===== src/rtl/data_mem_arb_if.sv =====
// Requester-side bus of data_mem_arb: capture stream and host access port.
// master = measurement core / host side, slave = the arbiter.
interface data_mem_arb_if #(
  parameter int ADDR_WIDTH = 5,
  parameter int DATA_WIDTH = 16
);
  logic                  cap_valid;
  logic [DATA_WIDTH-1:0] cap_data;
  logic                  cap_ready;
  logic                  host_req;
  logic                  host_we;
  logic [ADDR_WIDTH-1:0] host_addr;
  logic [DATA_WIDTH-1:0] host_wdata;
  logic                  host_gnt;
  logic                  host_rvalid;
  logic [DATA_WIDTH-1:0] host_rdata;

  modport master (
    output cap_valid, cap_data, host_req, host_we, host_addr, host_wdata,
    input  cap_ready, host_gnt, host_rvalid, host_rdata
  );

  modport slave (
    input  cap_valid, cap_data, host_req, host_we, host_addr, host_wdata,
    output cap_ready, host_gnt, host_rvalid, host_rdata
  );
endinterface


===== src/rtl/data_mem_arb.sv =====
// Single-port measurement memory arbiter: capture ring buffer vs host access.
// Define DATA_MEM_ARB_HOST_PRIO_EN for fixed host priority instead of round-robin.
module data_mem_arb #(
  parameter int ADDR_WIDTH = 5,
  parameter int DATA_WIDTH = 16,
  parameter int MEM_SIZE   = 30
) (
  input  logic                  clk,
  input  logic                  rst,
  data_mem_arb_if.slave         bus,
  input  logic                  buf_clr,
  input  logic                  ovf_clr,
  output logic                  mem_wr_en,
  output logic [ADDR_WIDTH-1:0] mem_wr_addr,
  output logic [DATA_WIDTH-1:0] mem_wr_data,
  output logic                  mem_rd_en,
  output logic [ADDR_WIDTH-1:0] mem_rd_addr,
  input  logic [DATA_WIDTH-1:0] mem_rd_data,
  output logic [ADDR_WIDTH-1:0] wr_ptr,
  output logic [ADDR_WIDTH:0]   fill_cnt,
  output logic                  ovf
);

  localparam logic [ADDR_WIDTH-1:0] PTR_LAST  = ADDR_WIDTH'(MEM_SIZE - 1);
  localparam logic [ADDR_WIDTH:0]   FILL_FULL = (ADDR_WIDTH + 1)'(MEM_SIZE);

  typedef enum logic [1:0] {IDLE, RD_WAIT, RD_RESP} state_t;

  state_t                state;
  logic                  rd_oor;
  logic                  rvalid_q;
  logic [DATA_WIDTH-1:0] rdata_q;

  logic cap_req, host_req_ok, host_in_range;
  logic cap_gnt, host_gnt_w, ovf_set;

`ifndef DATA_MEM_ARB_HOST_PRIO_EN
  logic last_cap;
`endif

  always_comb begin
    cap_req       = bus.cap_valid & ~buf_clr & ~rst;
    host_req_ok   = bus.host_req & (state == IDLE) & ~rst;
    host_in_range = {1'b0, bus.host_addr} < FILL_FULL;
`ifdef DATA_MEM_ARB_HOST_PRIO_EN
    host_gnt_w = host_req_ok;
    cap_gnt    = cap_req & ~host_req_ok;
`else
    // On contention, the side granted last yields.
    cap_gnt    = cap_req & (~host_req_ok | ~last_cap);
    host_gnt_w = host_req_ok & ~cap_gnt;
`endif
    mem_wr_en   = cap_gnt | (host_gnt_w & bus.host_we & host_in_range);
    mem_rd_en   = host_gnt_w & ~bus.host_we & host_in_range;
    mem_wr_addr = '0;
    mem_wr_data = '0;
    if (cap_gnt) begin
      mem_wr_addr = wr_ptr;
      mem_wr_data = bus.cap_data;
    end else if (mem_wr_en) begin
      mem_wr_addr = bus.host_addr;
      mem_wr_data = bus.host_wdata;
    end
    mem_rd_addr = mem_rd_en ? bus.host_addr : '0;
    ovf_set     = cap_gnt & (fill_cnt == FILL_FULL);
  end

  assign bus.cap_ready   = cap_gnt;
  assign bus.host_gnt    = host_gnt_w;
  assign bus.host_rvalid = rvalid_q;
  assign bus.host_rdata  = rdata_q;

  // Ring pointer, fill level and sticky overflow.
  always_ff @(posedge clk) begin
    if (rst) begin
      wr_ptr   <= '0;
      fill_cnt <= '0;
      ovf      <= 1'b0;
    end else if (buf_clr) begin
      wr_ptr   <= '0;
      fill_cnt <= '0;
      ovf      <= 1'b0;
    end else begin
      if (cap_gnt) begin
        wr_ptr <= (wr_ptr == PTR_LAST) ? '0 : wr_ptr + 1'b1;
        if (fill_cnt != FILL_FULL)
          fill_cnt <= fill_cnt + 1'b1;
      end
      if (ovf_set)
        ovf <= 1'b1;
      else if (ovf_clr)
        ovf <= 1'b0;
    end
  end

`ifndef DATA_MEM_ARB_HOST_PRIO_EN
  always_ff @(posedge clk) begin
    if (rst)
      last_cap <= 1'b0;
    else if (cap_gnt | host_gnt_w)
      last_cap <= cap_gnt;
  end
`endif

  // Host read sequencing; host grants are locked out outside IDLE.
  always_ff @(posedge clk) begin
    if (rst) begin
      state    <= IDLE;
      rd_oor   <= 1'b0;
      rvalid_q <= 1'b0;
      rdata_q  <= '0;
    end else begin
      case (state)
        IDLE: begin
          rvalid_q <= 1'b0;
          if (host_gnt_w & ~bus.host_we) begin
            rd_oor <= ~host_in_range;
            state  <= RD_WAIT;
          end
        end
        RD_WAIT: begin
          rdata_q  <= rd_oor ? '0 : mem_rd_data;
          rvalid_q <= 1'b1;
          state    <= RD_RESP;
        end
        RD_RESP: begin
          rvalid_q <= 1'b0;
          state    <= IDLE;
        end
        default: begin
          rvalid_q <= 1'b0;
          state    <= IDLE;
        end
      endcase
    end
  end

endmodule


===== src/flat_wrapper.sv =====
// flat-port wrapper written by rule: the top's interface ports become plain ports
module data_mem_arb_flat 
#(
  parameter int ADDR_WIDTH = 5,
  parameter int DATA_WIDTH = 16,
  parameter int MEM_SIZE   = 30
)
  (clk, rst, buf_clr, ovf_clr, mem_wr_en, mem_wr_addr, mem_wr_data, mem_rd_en, mem_rd_addr, mem_rd_data, wr_ptr, fill_cnt, ovf, bus_cap_valid, bus_cap_data, bus_host_req, bus_host_we, bus_host_addr, bus_host_wdata, bus_cap_ready, bus_host_gnt, bus_host_rvalid, bus_host_rdata);
  data_mem_arb_if #(.ADDR_WIDTH(ADDR_WIDTH), .DATA_WIDTH(DATA_WIDTH)) bus_i ();
  input  logic clk;
  input  logic rst;
  input  logic buf_clr;
  input  logic ovf_clr;
  output logic mem_wr_en;
  output logic [ADDR_WIDTH-1:0] mem_wr_addr;
  output logic [DATA_WIDTH-1:0] mem_wr_data;
  output logic mem_rd_en;
  output logic [ADDR_WIDTH-1:0] mem_rd_addr;
  input  logic [DATA_WIDTH-1:0] mem_rd_data;
  output logic [ADDR_WIDTH-1:0] wr_ptr;
  output logic [ADDR_WIDTH:0] fill_cnt;
  output logic ovf;
  input wire logic [$bits(bus_i.cap_valid)-1:0] bus_cap_valid;
  input wire logic [$bits(bus_i.cap_data)-1:0] bus_cap_data;
  input wire logic [$bits(bus_i.host_req)-1:0] bus_host_req;
  input wire logic [$bits(bus_i.host_we)-1:0] bus_host_we;
  input wire logic [$bits(bus_i.host_addr)-1:0] bus_host_addr;
  input wire logic [$bits(bus_i.host_wdata)-1:0] bus_host_wdata;
  output wire logic [$bits(bus_i.cap_ready)-1:0] bus_cap_ready;
  output wire logic [$bits(bus_i.host_gnt)-1:0] bus_host_gnt;
  output wire logic [$bits(bus_i.host_rvalid)-1:0] bus_host_rvalid;
  output wire logic [$bits(bus_i.host_rdata)-1:0] bus_host_rdata;
  assign bus_i.cap_valid = bus_cap_valid;
  assign bus_i.cap_data = bus_cap_data;
  assign bus_i.host_req = bus_host_req;
  assign bus_i.host_we = bus_host_we;
  assign bus_i.host_addr = bus_host_addr;
  assign bus_i.host_wdata = bus_host_wdata;
  assign bus_cap_ready = bus_i.cap_ready;
  assign bus_host_gnt = bus_i.host_gnt;
  assign bus_host_rvalid = bus_i.host_rvalid;
  assign bus_host_rdata = bus_i.host_rdata;
  data_mem_arb #(.ADDR_WIDTH(ADDR_WIDTH), .DATA_WIDTH(DATA_WIDTH), .MEM_SIZE(MEM_SIZE)) u_core (.clk(clk), .rst(rst), .bus(bus_i), .buf_clr(buf_clr), .ovf_clr(ovf_clr), .mem_wr_en(mem_wr_en), .mem_wr_addr(mem_wr_addr), .mem_wr_data(mem_wr_data), .mem_rd_en(mem_rd_en), .mem_rd_addr(mem_rd_addr), .mem_rd_data(mem_rd_data), .wr_ptr(wr_ptr), .fill_cnt(fill_cnt), .ovf(ovf));
endmodule

===== config.mk =====
export PLATFORM = sky130hd
export DESIGN_NAME = data_mem_arb_flat
export DESIGN_NICKNAME = d
export VERILOG_FILES = /design/src/rtl/data_mem_arb_if.sv /design/src/rtl/data_mem_arb.sv /design/src/flat_wrapper.sv
export SDC_FILE = /design/constraint.sdc
export NUM_CORES = 1
export LEC_CHECK = 0
export CAP_MARGIN = 20
export CORE_ASPECT_RATIO = 1.75
export CORE_UTILIZATION = 34
export CTS_BUF_LIST = sky130_fd_sc_hd__clkbuf_8 sky130_fd_sc_hd__clkbuf_16
export CTS_CLUSTER_DIAMETER = 30
export DETAILED_ROUTE_END_ITERATION = 8
export PLACE_DENSITY_LB_ADDON = 0.05
export SKIP_CTS_REPAIR_TIMING = 1
export SYNTH_ARGS = -nofsm -noshare
export SYNTH_HDL_FRONTEND = slang
export SYNTH_SLANG_ARGS = --single-unit

===== constraint.sdc =====
create_clock -name clk -period 3.6 [get_ports clk]
set_input_delay 1.08 -clock clk [delete_from_list [all_inputs] [get_ports clk]]
set_output_delay 1.08 -clock clk [all_outputs]
set_load 0.02 [all_outputs]

==> metrics <==
Synth Flop Type=dfxtp_1; Pleak=1.36 nW; Final setup viols=24; # rows=33; DR vias=1915; Die W=54.3 µm; multi-input gate area in the final layout=898 µm²; GR Util All Layers=20.3%; Critical Path AT=2.60 ns; Distinct cells, synth=43; Max Transition Viols Final=0; final core occ=69.8%; Seq/Total Area, Yosys=40.6%; most frequent cells in the layout=clkdlybuf4s50_1 (84), a22o_1 (37), dfxtp_1 (33); commonest non-fill, non-tap cell in the layout=clkdlybuf4s50_1; core outline area=4620 µm²; FF+latch area=661 µm²; FFs w/ async S/R, synth=0%; Post-route DRC=0; hold slack=0.479 ns; initial antenna violation count=0; FF-to-FF setup slack=1.65 ns; Worst EP required=2.52 ns; CTS clock-pin slew for the worst setup and hold paths=0.07 ns; buffers added on ports=118; hpwl dp=3950 µm; root buffer cell=clkbuf_8; violated checks=negative setup slack; Setup Skew=0.00327 ns; critical path launch point type=input port; Worst-Skew Late Latency=0.28 ns; Mapped Nets=235; layout cells sized above 1=25.7%; Final WS setup=-0.0792 ns; Die H=93.6 µm; Filler cells=375; vias per inst=5.22; DRT iter0 DRCs=40; GP Congestion=0.843; Hold Vio Cnt, Final=0; Ant. Diodes=0; Final ANT Viol Nets=0; grt ovf=0; TritonCTS Buffers=5; Tightest Pin Transition=0.596 ns; Rel. slew slack=60.3%; IO Count=119; synth warn=0; TNS Setup=-1.23 ns; peak fanout along the critical path=7; worst hold-check path type=reg2reg; vias in the first global route=1707; CTS tree=built; Syn Area/Cell=9.53 µm²; Synth Register Bits=33; Layout area overhead=98.0%; Longest Clk Path Bufs=2; Power Total=0.882 mW; Synth Instances=171; Pre-Repair DR Iteration Count=4; period utilisation layout=102%; first-pass GRT wire length=7600 µm; crit path time final=3.68 ns; largest net degree at the start of global routing=24; Nets=378; status=complete, but fails checks; area of the die=5080 µm²; maxcap violations=0; Fmax=272 MHz; crit end category=output port; wire per inst=14.6 µm; RSZ-0062 raised after global routing=yes; WL final=5380 µm; classification of the worst setup path=in2out; Post-synth EDFFs=0; # H-tree levels=2; worst vdd ir=0.300 mV; starting density of the core=35.2%; Post-Syn Area=1630 µm²; clock sinks=33; PwrDens=273 nW/µm²
## metrics by stage
step           instances  instance area [µm²]  setup WS [ns]
6_report             367                 3230        -0.0792
5_1_grt              367                 3230         -0.126
4_1_cts              358                 3070         -0.849
3_5_place_dp         350                 2980         -0.842
3_3_place_gp         350                 2980         -0.830
2_1_floorplan        171                 1640        -0.0270
## final timing paths
path | to | cells after the start | start
max | mem_wr_data[7] | 7 | rst
min | u_core.bus.host_rdata[12] | 1 | u_core.bus.host_rdata[12]
min reg2reg | u_core.bus.host_rdata[12] | 1 | u_core.bus.host_rdata[12]
max reg2reg | u_core.wr_ptr[0] | 5 | u_core.state[0]
## cells in the mapped netlist (2+ instances only)
cell type	n	area share, %
nor3_1	5	1.5
a31oi_1	2	0.77
o21ai_0	5	1.5
a22o_1	37	20
a21oi_1	4	1.2
buf_6	4	2.8
ha_1	4	3.1
o211ai_1	2	0.92
buf_2	2	0.61
and2_1	6	2.3
mux2i_1	2	1.2
dfxtp_1	33	41
nor2_1	11	2.5
clkbuf_1	3	0.69
nand3_1	5	1.5
nand2_1	11	2.5
inv_1	5	1.2
nor3b_1	4	1.8
or3_1	2	0.77
## area by class of cell
type                       count  share of cell area [%]
sequential                    33                    20.5
tap                           52                    2.02
clock inverter                 3                   0.543
clock buffer                   5                    2.13
timing repair buffer         146                    46.3
multi-input combinational    122                    27.9
inverter                       6                   0.698
## per-layer routing
layer	up-vias	part of all wire, %	track usage (%)
met5	-	0	0
met4	0	1.8	7.91
met3	12	6.2	5.85
met2	78	56	36.8
met1	891	36	20.5
li1	934	-	-
## report_power, final
part / switching, mW / internal [mW]
Sequential: 0.00766 / 0.374
Combinational: 0.0866 / 0.138
Clock: 0.143 / 0.133
Total: 0.237 / 0.645
## flip-flops by register name, summed over array words and instances (netlist names)
| name | flops |
|---|---|
| u_core.wr_ptr | 5 |
| u_core.fill_cnt | 6 |
| u_core.bus.host_rvalid | 1 |
| u_core.last_cap | 1 |
| u_core.bus.host_rdata | 16 |
| u_core.state | 2 |
| u_core.ovf | 1 |
| u_core.rd_oor | 1 |
## critical path, stage by stage
cell,delay [ns]
buf_8,0.10
or4b_4,0.48
a41oi_2,0.21
and3b_2,0.29
clkbuf_16,0.17
a22o_1,0.14
buf_6,0.12
## kinds of logic after synthesis
group / synth area share [%]
and+or+nand+nor: 19.9
buffers and inverters: 5.91
adders and majority gates: 3.07
DFF: 40.6
AOI/OAI and AO/OA: 29.3
muxes: 1.23
Note: power is estimated with default switching activity, not from simulation.
